## config.mk

```make
export PLATFORM = sky130hd
export DESIGN_NAME = bcd_serial_add_ctrl
export DESIGN_NICKNAME = d
export VERILOG_FILES = /design/src/rtl/bcd_serial_add_ctrl_pkg.sv /design/src/rtl/bcd_serial_add_ctrl_digit_add.sv /design/src/rtl/bcd_serial_add_ctrl.sv
export SDC_FILE = /design/constraint.sdc
export NUM_CORES = 1
export LEC_CHECK = 0
export BUFFER_PORTS_ARGS = -buffer_cell sky130_fd_sc_hd__buf_2
export CORE_MARGIN = 2
export CORE_UTILIZATION = 40
export DETAILED_ROUTE_END_ITERATION = 16
export PLACE_DENSITY = 0.68
export SLEW_MARGIN = 20
export SYNTH_ARGS = -nofsm -noshare
export SYNTH_HDL_FRONTEND = slang
export SYNTH_SLANG_ARGS = --single-unit
```

## constraint.sdc

```tcl
create_clock -name clk_i -period 4.2 [get_ports clk_i]
set_input_delay 0.21 -clock clk_i [delete_from_list [all_inputs] [get_ports clk_i]]
set_output_delay 0.21 -clock clk_i [all_outputs]
set_load 0.005 [all_outputs]
```

## src/rtl/bcd_serial_add_ctrl_pkg.sv

```systemverilog
// Shared types and constants for the serial packed-BCD adder.
// State encoding, digit limits and the digit validity helper.
package bcd_serial_add_ctrl_pkg;

   typedef enum logic [1:0] {
      ST_IDLE  = 2'd0,
      ST_CHECK = 2'd1,
      ST_ADD   = 2'd2,
      ST_DONE  = 2'd3
   } state_e;

   localparam logic [4:0] BCD_MAX  = 5'd9;
   localparam logic [4:0] BCD_CORR = 5'd6;

   function automatic logic digit_bad(input logic [3:0] d);
      return {1'b0, d} > BCD_MAX;
   endfunction

endpackage

```

## src/rtl/bcd_serial_add_ctrl_digit_add.sv

```systemverilog
// Single-digit BCD adder slice with carry in/out.
// Purely combinational; input digits are assumed valid.
module bcd_digit_add
   import bcd_serial_add_ctrl_pkg::*;
(
   input  logic [3:0] x,
   input  logic [3:0] y,
   input  logic       ci,
   output logic [3:0] s,
   output logic       co
);

   logic [4:0] t;
   logic [4:0] tc;

   always_comb begin
      t  = {1'b0, x} + {1'b0, y} + {4'd0, ci};
      tc = t + BCD_CORR;
      co = t > BCD_MAX;
      s  = co ? tc[3:0] : t[3:0];
   end

endmodule

```

## src/rtl/bcd_serial_add_ctrl.sv

```systemverilog
// Sequencer stepping one shared BCD digit slice across DIGITS digits.
// Captures operands on start, validates them, then ripples LSD to MSD.
module bcd_serial_add_ctrl
   import bcd_serial_add_ctrl_pkg::*;
#(
   parameter int DIGITS = 4
) (
   input  logic                clk_i,
   input  logic                rst_i,
   input  logic                start_i,
   input  logic [4*DIGITS-1:0] a_i,
   input  logic [4*DIGITS-1:0] b_i,
   output logic                busy_o,
   output logic                done_o,
   output logic [4*DIGITS-1:0] sum_o,
   output logic                cout_o,
   output logic                err_o
);

   localparam int W  = 4 * DIGITS;
   localparam int IW = (DIGITS > 1) ? $clog2(DIGITS) : 1;
   localparam logic [IW-1:0] LAST = IW'(DIGITS - 1);

   state_e        state_q, state_d;
   logic [W-1:0]  a_q, a_d;
   logic [W-1:0]  b_q, b_d;
   logic [W-1:0]  sum_q, sum_d;
   logic          cout_q, cout_d;
   logic          err_q, err_d;
   logic          carry_q, carry_d;
   logic [IW-1:0] idx_q, idx_d;

   logic [3:0] x_dig, y_dig, s_dig;
   logic       co;
   logic       bad;

   always_comb begin
      x_dig = '0;
      y_dig = '0;
      bad   = 1'b0;
      for (int i = 0; i < DIGITS; i++) begin
         if (IW'(i) == idx_q) begin
            x_dig = a_q[4*i +: 4];
            y_dig = b_q[4*i +: 4];
         end
         bad = bad | digit_bad(a_q[4*i +: 4])
                   | digit_bad(b_q[4*i +: 4]);
      end
   end

   bcd_digit_add u_slice (
      .x  (x_dig),
      .y  (y_dig),
      .ci (carry_q),
      .s  (s_dig),
      .co (co)
   );

   always_comb begin
      state_d = state_q;
      a_d     = a_q;
      b_d     = b_q;
      sum_d   = sum_q;
      cout_d  = cout_q;
      err_d   = err_q;
      carry_d = carry_q;
      idx_d   = idx_q;
      unique case (state_q)
         ST_IDLE: begin
            if (start_i) begin
               a_d     = a_i;
               b_d     = b_i;
               sum_d   = '0;
               cout_d  = 1'b0;
               err_d   = 1'b0;
               carry_d = 1'b0;
               idx_d   = '0;
               state_d = ST_CHECK;
            end
         end
         ST_CHECK: begin
            if (bad) begin
               err_d   = 1'b1;
               state_d = ST_DONE;
            end else begin
               state_d = ST_ADD;
            end
         end
         ST_ADD: begin
            for (int i = 0; i < DIGITS; i++) begin
               if (IW'(i) == idx_q) sum_d[4*i +: 4] = s_dig;
            end
            carry_d = co;
            idx_d   = idx_q + 1'b1;
            if (idx_q == LAST) begin
               cout_d  = co;
               state_d = ST_DONE;
            end
         end
         ST_DONE: state_d = ST_IDLE;
         default: state_d = ST_IDLE;
      endcase
   end

   always_ff @(posedge clk_i) begin
      if (rst_i) begin
         state_q <= ST_IDLE;
         a_q     <= '0;
         b_q     <= '0;
         sum_q   <= '0;
         cout_q  <= 1'b0;
         err_q   <= 1'b0;
         carry_q <= 1'b0;
         idx_q   <= '0;
      end else begin
         state_q <= state_d;
         a_q     <= a_d;
         b_q     <= b_d;
         sum_q   <= sum_d;
         cout_q  <= cout_d;
         err_q   <= err_d;
         carry_q <= carry_d;
         idx_q   <= idx_d;
      end
   end

   assign busy_o = (state_q == ST_CHECK) || (state_q == ST_ADD);
   assign done_o = (state_q == ST_DONE);
   assign sum_o  = sum_q;
   assign cout_o = cout_q;
   assign err_o  = err_q;

endmodule

```

==> results of run 1 <==
==> layout by cell type, fill, tap and decap left out, types with 2 or more instances in the layout <==
| cell type | synthesis | layout |
|---|---|---|
| a21oi_1 | 50 | 50 |
| a32oi_1 | 2 | 2 |
| buf_2 | 4 | 54 |
| buf_4 | 0 | 2 |
| clkbuf_1 | 16 | 2 |
| clkbuf_8 | 0 | 5 |
| dfxtp_1 | 55 | 55 |
| fa_1 | 2 | 2 |
| ha_1 | 14 | 14 |
| inv_1 | 7 | 7 |
| mux2i_1 | 9 | 9 |
| nand2_1 | 89 | 89 |
| nand2b_1 | 3 | 3 |
| nand3b_1 | 13 | 13 |
| nand4_1 | 2 | 2 |
| nor2_1 | 30 | 30 |
| nor3_1 | 6 | 6 |
| o21ai_0 | 19 | 19 |
| o21ai_1 | 9 | 9 |
| o21ai_2 | 5 | 5 |
| o311ai_1 | 4 | 4 |
==> worst reg2reg max path: stages, from the launching register on <==
cell and delay [ns]:
dfxtp_1 0.43, ha_1 0.52, nor2_1 0.11, a21oi_1 0.12
o21ai_0 0.09, mux2i_1 0.19, fa_1 0.21, inv_1 0.05
fa_1 0.39, xnor2_1 0.35, ha_1 0.21, nand2b_1 0.05
a22o_1 0.20, o21ai_2 0.14, mux2i_1 0.35, o21ai_1 0.10
==> power breakdown <==
group / total (mW) / internal (mW) / switching [mW]
clock network: 0.285 / 0.118 / 0.167
registers: 0.664 / 0.602 / 0.0618
logic: 0.723 / 0.263 / 0.459
==> sequential cells by signal, indices dropped and copies added, names as in the netlist <==
| register | count |
|---|---|
| b_q | 16 |
| sum_o | 16 |
| carry_q | 1 |
| cout_o | 1 |
| err_o | 1 |
| a_q | 16 |
| idx_q | 2 |
| state_q | 2 |
==> per-stage QoR <==
step	cells	hold slack, ns	setup WS, ns	util, %
after CTS	476	0.129	0.547	46.4
after global routing	477	0.130	0.213	46.6
after floorplan	354	0.346	0.722	-
after global placement	468	0.451	0.740	45.1
after detailed placement	468	0.453	0.571	45.1
final	477	0.129	0.550	46.6
==> path summary, 6_finish.rpt <==
check	from	slack (ns)	to	cells past startpoint
max reg2reg	idx_q[0]	0.55	sum_o[6]	15
min	a_i[14]	0.13	a_q[14]	3
min reg2reg	a_q[8]	0.47	a_q[8]	2
max	idx_q[0]	0.55	sum_o[6]	15
==> final cells by class <==
cell class	instances	area (sq um)	share of cell area, %
clock inverters	1	5.00	0.161
repair buffers	57	300	9.65
clock buffers	7	76.3	2.45
well taps	80	100	3.22
flip-flops and latches	55	1100	35.4
multi-input cells	269	1500	48.2
inverters	8	30.0	0.965
==> cell usage after synthesis (all sizes together) <==
| master | n |
|---|---|
| nand2 | 89 |
| dfxtp | 55 |
| a21oi | 51 |
| o21ai | 33 |
| nor2 | 30 |
| clkbuf | 16 |
| ha | 14 |
| nand3b | 13 |
| mux2i | 9 |
| inv | 8 |
| buf | 6 |
| nor3 | 6 |
| o311ai | 4 |
| nand2b | 3 |
| a32oi | 2 |
| fa | 2 |
| nand4 | 2 |
| xnor2 | 2 |
| a21o | 1 |
| a221oi | 1 |
| a22o | 1 |
| and2 | 1 |
| nand3 | 1 |
| nor2b | 1 |
| nor3b | 1 |
| o21a | 1 |
| or2 | 1 |
==> metal layers <==
layer  vias up  wire length [microns]  global-route usage (%)
met5         -                      0                       0
met4         0                     84                    5.68
li1       1276                      -                       -
met2        47                   2780                    27.6
met1      1097                   2880                    21.1
met3         8                    223                    3.24
==> cell families (layout without fill, tap and decap cells) <==
| family | Yosys count | after routing | share of synthesized area [%] |
|---|---|---|---|
| flip-flops | 55 | 55 | 40.4 |
| multiplexers | 9 | 9 | 3.30 |
| AO/OA/AOI/OAI | 94 | 94 | 19.4 |
| adder cells (fa/ha/maj) | 16 | 16 | 7.89 |
| XOR/XNOR | 2 | 2 | 0.918 |
| buffers and inverters | 30 | 73 | 4.59 |
| AND/OR/NAND/NOR | 148 | 148 | 23.5 |
==> results by group, run 1 <==
Status
  – Outcome: completed

Clocking
  – Post-CTS sizing: 0
  – Clk buf depth: 2
  – Reg clk slew, reported paths: 0.09 ns
  – CTS tree: built
  – Clock sinks: 55
  – Setup bufs post-CTS: 0
  – Cts hold-fix bufs: 0
  – Total CTS buffers: 5
  – Root buf cell: clkbuf_8
  – H-tree depth: 2
  – Clock insertion delay at the later pin of the skew report: 0.31 ns

Drt
  – DR WL/cell: 12.5 microns
  – DRC: 0
  – Final WL: 5970 microns
  – Via Count: 2,428
  – Antenna-violating nets left: 0
  – Vias per Instance: 5.09
  – Initial drt markers: 87
  – First drt pass iteration count: 4

Worst setup path
  – Crit path max fanout: 17
  – Largest stage delay on the critical path: 0.52 ns
  – Worst Setup Start Kind: register
  – Slowest stage cell, crit path: ha_1
  – Crit-path cells: ha_1, nor2_1, a21oi_1, o21ai_0, mux2i_1, fa_1, inv_1, fa_1, xnor2_1, ha_1, nand2b_1, a22o_1, o21ai_2, mux2i_1, o21ai_1
  – Worst Path Arrival: 3.83 ns
  – CP bufs+invs: 1
  – Worst Path Required: 4.38 ns
  – CP delay by family, top: adder cells
  – Kind of critical path: reg2reg
  – CP Capture Type: register

Placed design
  – Placed wire-length estimate: 4340 microns
  – DP Area: 0.00302 sq mm
  – Final GP Congestion: 0.881
  – Buffers on Ports: 54

GRT
  – Total track usage: 16.4%
  – Initial antenna violation count: 0
  – First-pass GRT wire length: 10,000 microns
  – Largest net degree at the start of global routing: 58
  – Total grt overflow: 0
  – Vias in the first global route: 2,261

Hold path
  – Tightest Hold Check Type: in2reg

Logic synthesis
  – Synth Register Bits: 55
  – YS warnings: 0
  – Top-area cell type share of the netlist area: 40.4%
  – Area leader, netlist: dfxtp_1
  – Synth Area per Inst: 7.70 sq um
  – Synth unique cells: 34
  – Largest cells by area after synthesis: dfxtp_1 40%, nand2_1 12%, a21oi_1 9.2%, ha_1 6.4%, nor2_1 4.1%
  – Syn Nets: 405
  – Synth Cell Area: 0.00273 sq mm
  – Synth Instances: 354
  – Sequential element share of the synthesized area: 40.4%

STA
  – Final setup vio count: 0
  – Achievable frequency: 274 MHz
  – Worst slew margin: 37.8%
  – Clk_skew: 0.00623 ns
  – Worst Tran Pin Value: 0.933 ns
  – Final hold vios: 0
  – Fin crit period: 3.65 ns
  – RSZ-0062 raised after global routing: false
  – Setup tns final: 0 ns
  – Period Utilization, post-route: 86.9%
  – Final Slew Violations: 0

Floorplan
  – Die extent in y: 86.6 microns
  – Num ports: 55
  – Starting Density: 40.8%
  – Chip Width: 86.6 microns
  – Core Region: 0.00668 sq mm
  – DIE AREA: 0.00749 sq mm
  – Row count: 30

Finish
  – ANT cells: 0
  – Nets: 447
  – Share of cells above drive strength 1: 18.1%
  – Area growth from synthesis to layout: 14.2%
  – Fin area: 0.00311 sq mm
  – Fillers: 705

Power
  – Tot Pwr: 1.67 mW
  – Worst VDD drop: 0.220 mV
  – Leakage: 1.31 nW
  – PwrDens: 537 mW/mm^2

Run
  – Max-cap violations: 0
Power figures use the tool's default switching activity.
==> run 2, diff against run 1 <==
--- a/config.mk
+++ b/config.mk
@@ -6,6 +6,7 @@
 export NUM_CORES = 1
 export LEC_CHECK = 0
 export BUFFER_PORTS_ARGS = -buffer_cell sky130_fd_sc_hd__buf_2
+export CORE_ASPECT_RATIO = 0.5
 export CORE_MARGIN = 2
 export CORE_UTILIZATION = 40
 export DETAILED_ROUTE_END_ITERATION = 16
==> run 2 against run 1 <==
  * First-iteration DRC count up 100%
  * Combinational power down 1%
  * Non-clock buffer count down 1
  * Sequential share of layout area down 0.75 points
  * Critical endpoint unchanged
  * Largest power group unchanged
==> results by group, run 2 (synthesized netlist as in run 1, its figures left out) <==
GRT
  – First-pass GRT wire length: 10,300 microns (+2.5%)
  – Total track usage: 17.0% (+0.52 points)
  – Total grt overflow: 0 (unchanged)
  – Vias in the first global route: 2,156 (-4.6%)
  – Largest net degree at the start of global routing: 58 (unchanged)
  – Initial antenna violation count: 0 (unchanged)

Floorplan
  – Starting Density: 41.0% (+0.21 points)
  – DIE AREA: 0.00753 sq mm (+0.53%)
  – Core Region: 0.00665 sq mm (-0.51%)
  – Row count: 21 (-30%)
  – Num ports: 55 (unchanged)
  – Die extent in y: 62.4 microns (-28%)
  – Chip Width: 121 microns (+40%)

Placed design
  – Final GP Congestion: 0.791 (-10%)
  – DP Area: 0.00303 sq mm (+0.50%)
  – Buffers on Ports: 54 (unchanged)
  – Placed wire-length estimate: 4310 microns (-0.55%)

STA
  – Achievable frequency: 271 MHz (-1.0%)
  – RSZ-0062 raised after global routing: false
  – Clk_skew: 0.00835 ns (+0.00212 ns)
  – Worst slew margin: 36.7% (-1.1 points)
  – Final Slew Violations: 0 (unchanged)
  – Final hold vios: 0 (unchanged)
  – Period Utilization, post-route: 87.8% (+0.90 points)
  – Setup tns final: 0 ns (unchanged)
  – Final setup vio count: 0 (unchanged)
  – Worst Tran Pin Value: 0.949 ns (+0.0164 ns)
  – Fin crit period: 3.69 ns (+0.0379 ns)

Clocking
  – Root buf cell: clkbuf_16
  – H-tree depth: 2 (unchanged)
  – Setup bufs post-CTS: 0 (unchanged)
  – Post-CTS sizing: 0 (unchanged)
  – Total CTS buffers: 5 (unchanged)
  – CTS tree: built
  – Clk buf depth: 2 (unchanged)
  – Clock sinks: 55 (unchanged)
  – Clock insertion delay at the later pin of the skew report: 0.30 ns (about the same)
  – Reg clk slew, reported paths: 0.07 ns (-0.02 ns)
  – Cts hold-fix bufs: 0 (unchanged)

Finish
  – ANT cells: 0 (unchanged)
  – Fin area: 0.00318 sq mm (+2.2%)
  – Most frequent cells in the layout: 89 x nand2_1, 55 x dfxtp_1, 54 x buf_2, 50 x a21oi_1, 30 x nor2_1
  – Area growth from synthesis to layout: 16.7%
  – Final Util: 47.8% (+1.3 points)
  – Nets: 446 (-0.22%)
  – Most common cell after layout, fill and taps aside: nand2_1
  – Share of cells above drive strength 1: 18.7% (+0.55 points)

Hold path
  – WHS Endpoint: a_q[13]
  – Hold Path Cell Cnt: 3 (unchanged)
  – Hold Crit Start: a_i[13]
  – Tightest Hold Check Type: in2reg

Power
  – Switch Pwr: 717 uW (+4.2%)
  – Clk pwr share: 23.3% (+6.3 points)
  – Leakage: 1.33 nW (+1.9%)
  – P_int: 1.08 mW (+10%)
  – Part of the power in registers: 36.9% (-2.8 points)
  – Net Sw Frac: 39.9% (-1.3 points)
  – PwrDens: 565 mW/mm^2 (+5.3%)
  – Worst VDD drop: 0.225 mV (+1.9%)
  – Combinational share of power: 39.8% (-3.4 points)

Status
  – Outcome: completed

Drt
  – First drt pass iteration count: 4 (unchanged)
  – Wire length on met2: 2510 microns (-9.8%)
  – Antenna-violating nets left: 0 (unchanged)
  – Met3 Wirelength: 295 microns (+32%)
  – Via Count: 2,421 (-0.29%)
  – DR WL/cell: 12.4 microns (-1.3%)
  – Met1 WL: 3150 microns (+9.4%)
  – Final WL: 6030 microns (+0.97%)
  – Initial drt markers: 174 (+100%)
  – Vias per Instance: 4.96 (-2.5%)
  – Top routing layer in use: met4
  – DRC: 0 (unchanged)

Worst setup path
  – Worst Reg-to-Reg Cells: 15 (unchanged)
  – R2R Setup Slk: 0.51 ns (-0.04 ns)
  – Largest stage delay on the critical path: 0.53 ns (about the same)
  – Kind of critical path: reg2reg
  – Reg-to-Reg Start: idx_q[0]
  – Crit-path cells: ha_1, nor2_1, a21oi_1, o21ai_0, mux2i_1, fa_1, inv_1, fa_1, xnor2_1, ha_1, nand2b_1, a22o_1, o21ai_2, mux2i_1, o21ai_1
  – CP Capture Type: register
  – Worst Path Arrival: 3.84 ns (about the same)
  – Slowest stage cell, crit path: ha_1
  – Crit path max fanout: 17 (unchanged)
  – Worst Setup Start Kind: register
  – Worst Path Required: 4.36 ns (-0.02 ns)
  – R2r endpoint: sum_o[6]

Run
  – Max-cap violations: 0 (unchanged)
[run 2: cell count changes in the layout (fill, tap and decap cells not counted)]
cell and change:
and2_2 +1, clkbuf_8 -5, inv_6 +1, buf_8 -1, clkbuf_1 -2, clkinv_4 +1
and2_1 -1, clkbuf_16 +5
[run 2: final cells by class]
class	count	area, sq um
Clock inverter	3	22.5
Sequential cell	55	1100
Fill cell	709	3470
Tap cell	92	115
Inverter	8	30.0
Multi-Input combinational cell	269	1500
Timing Repair Buffer	56	285
Clock buffer	5	125
[run 2: layer usage]
layer	track usage, %	vias to the layer above
met5	0	-
met4	4.80	0
met3	4.11	8
met2	24.9	43
met1	24.7	1094
li1	-	1276
[run 2: worst max path at each step]
stage | start | end | slack [ns] | cells after the start
5_1_grt | idx_q[0] | sum_o[6] | 0.12 | 15
3_5_place_dp | idx_q[0] | sum_o[6] | 0.58 | 15
2_1_floorplan | idx_q[0] | sum_o[10] | 0.72 | 17
4_1_cts | idx_q[0] | sum_o[6] | 0.56 | 15
3_3_place_gp | idx_q[0] | sum_o[10] | 0.69 | 15
6_report | idx_q[0] | sum_o[6] | 0.51 | 15
[run 2: power groups by stage]
stage	Clock (mW)	Combinational [mW]	Sequential [mW]
final	0.419	0.716	0.664
after global routing	0.451	0.818	0.676
after CTS	0.429	0.717	0.664
after detailed placement	0	0.713	0.676
after global placement	0	0.707	0.675
after floorplan	0	0.563	0.656
[run 2: through the flow]
stage,total power [mW],std cells,setup slack [ns],hold slack (ns)
after floorplan,1.22,354,0.722,0.346
after global placement,1.38,480,0.692,0.450
after detailed placement,1.39,480,0.583,0.449
after CTS,1.81,488,0.557,0.137
after global routing,1.94,488,0.116,0.135
final,1.80,488,0.512,0.138
[run 2: critical path, delay by kind of cell, from the launching register on]
family	cells	cell delay (ns)
buffers and inverters	1	0.06
flip-flops	1	0.40
multiplexers	2	0.56
AO/OA/AOI/OAI	5	0.67
adder cells (fa/ha/maj)	4	1.36
XOR/XNOR	1	0.33
AND/OR/NAND/NOR	2	0.17
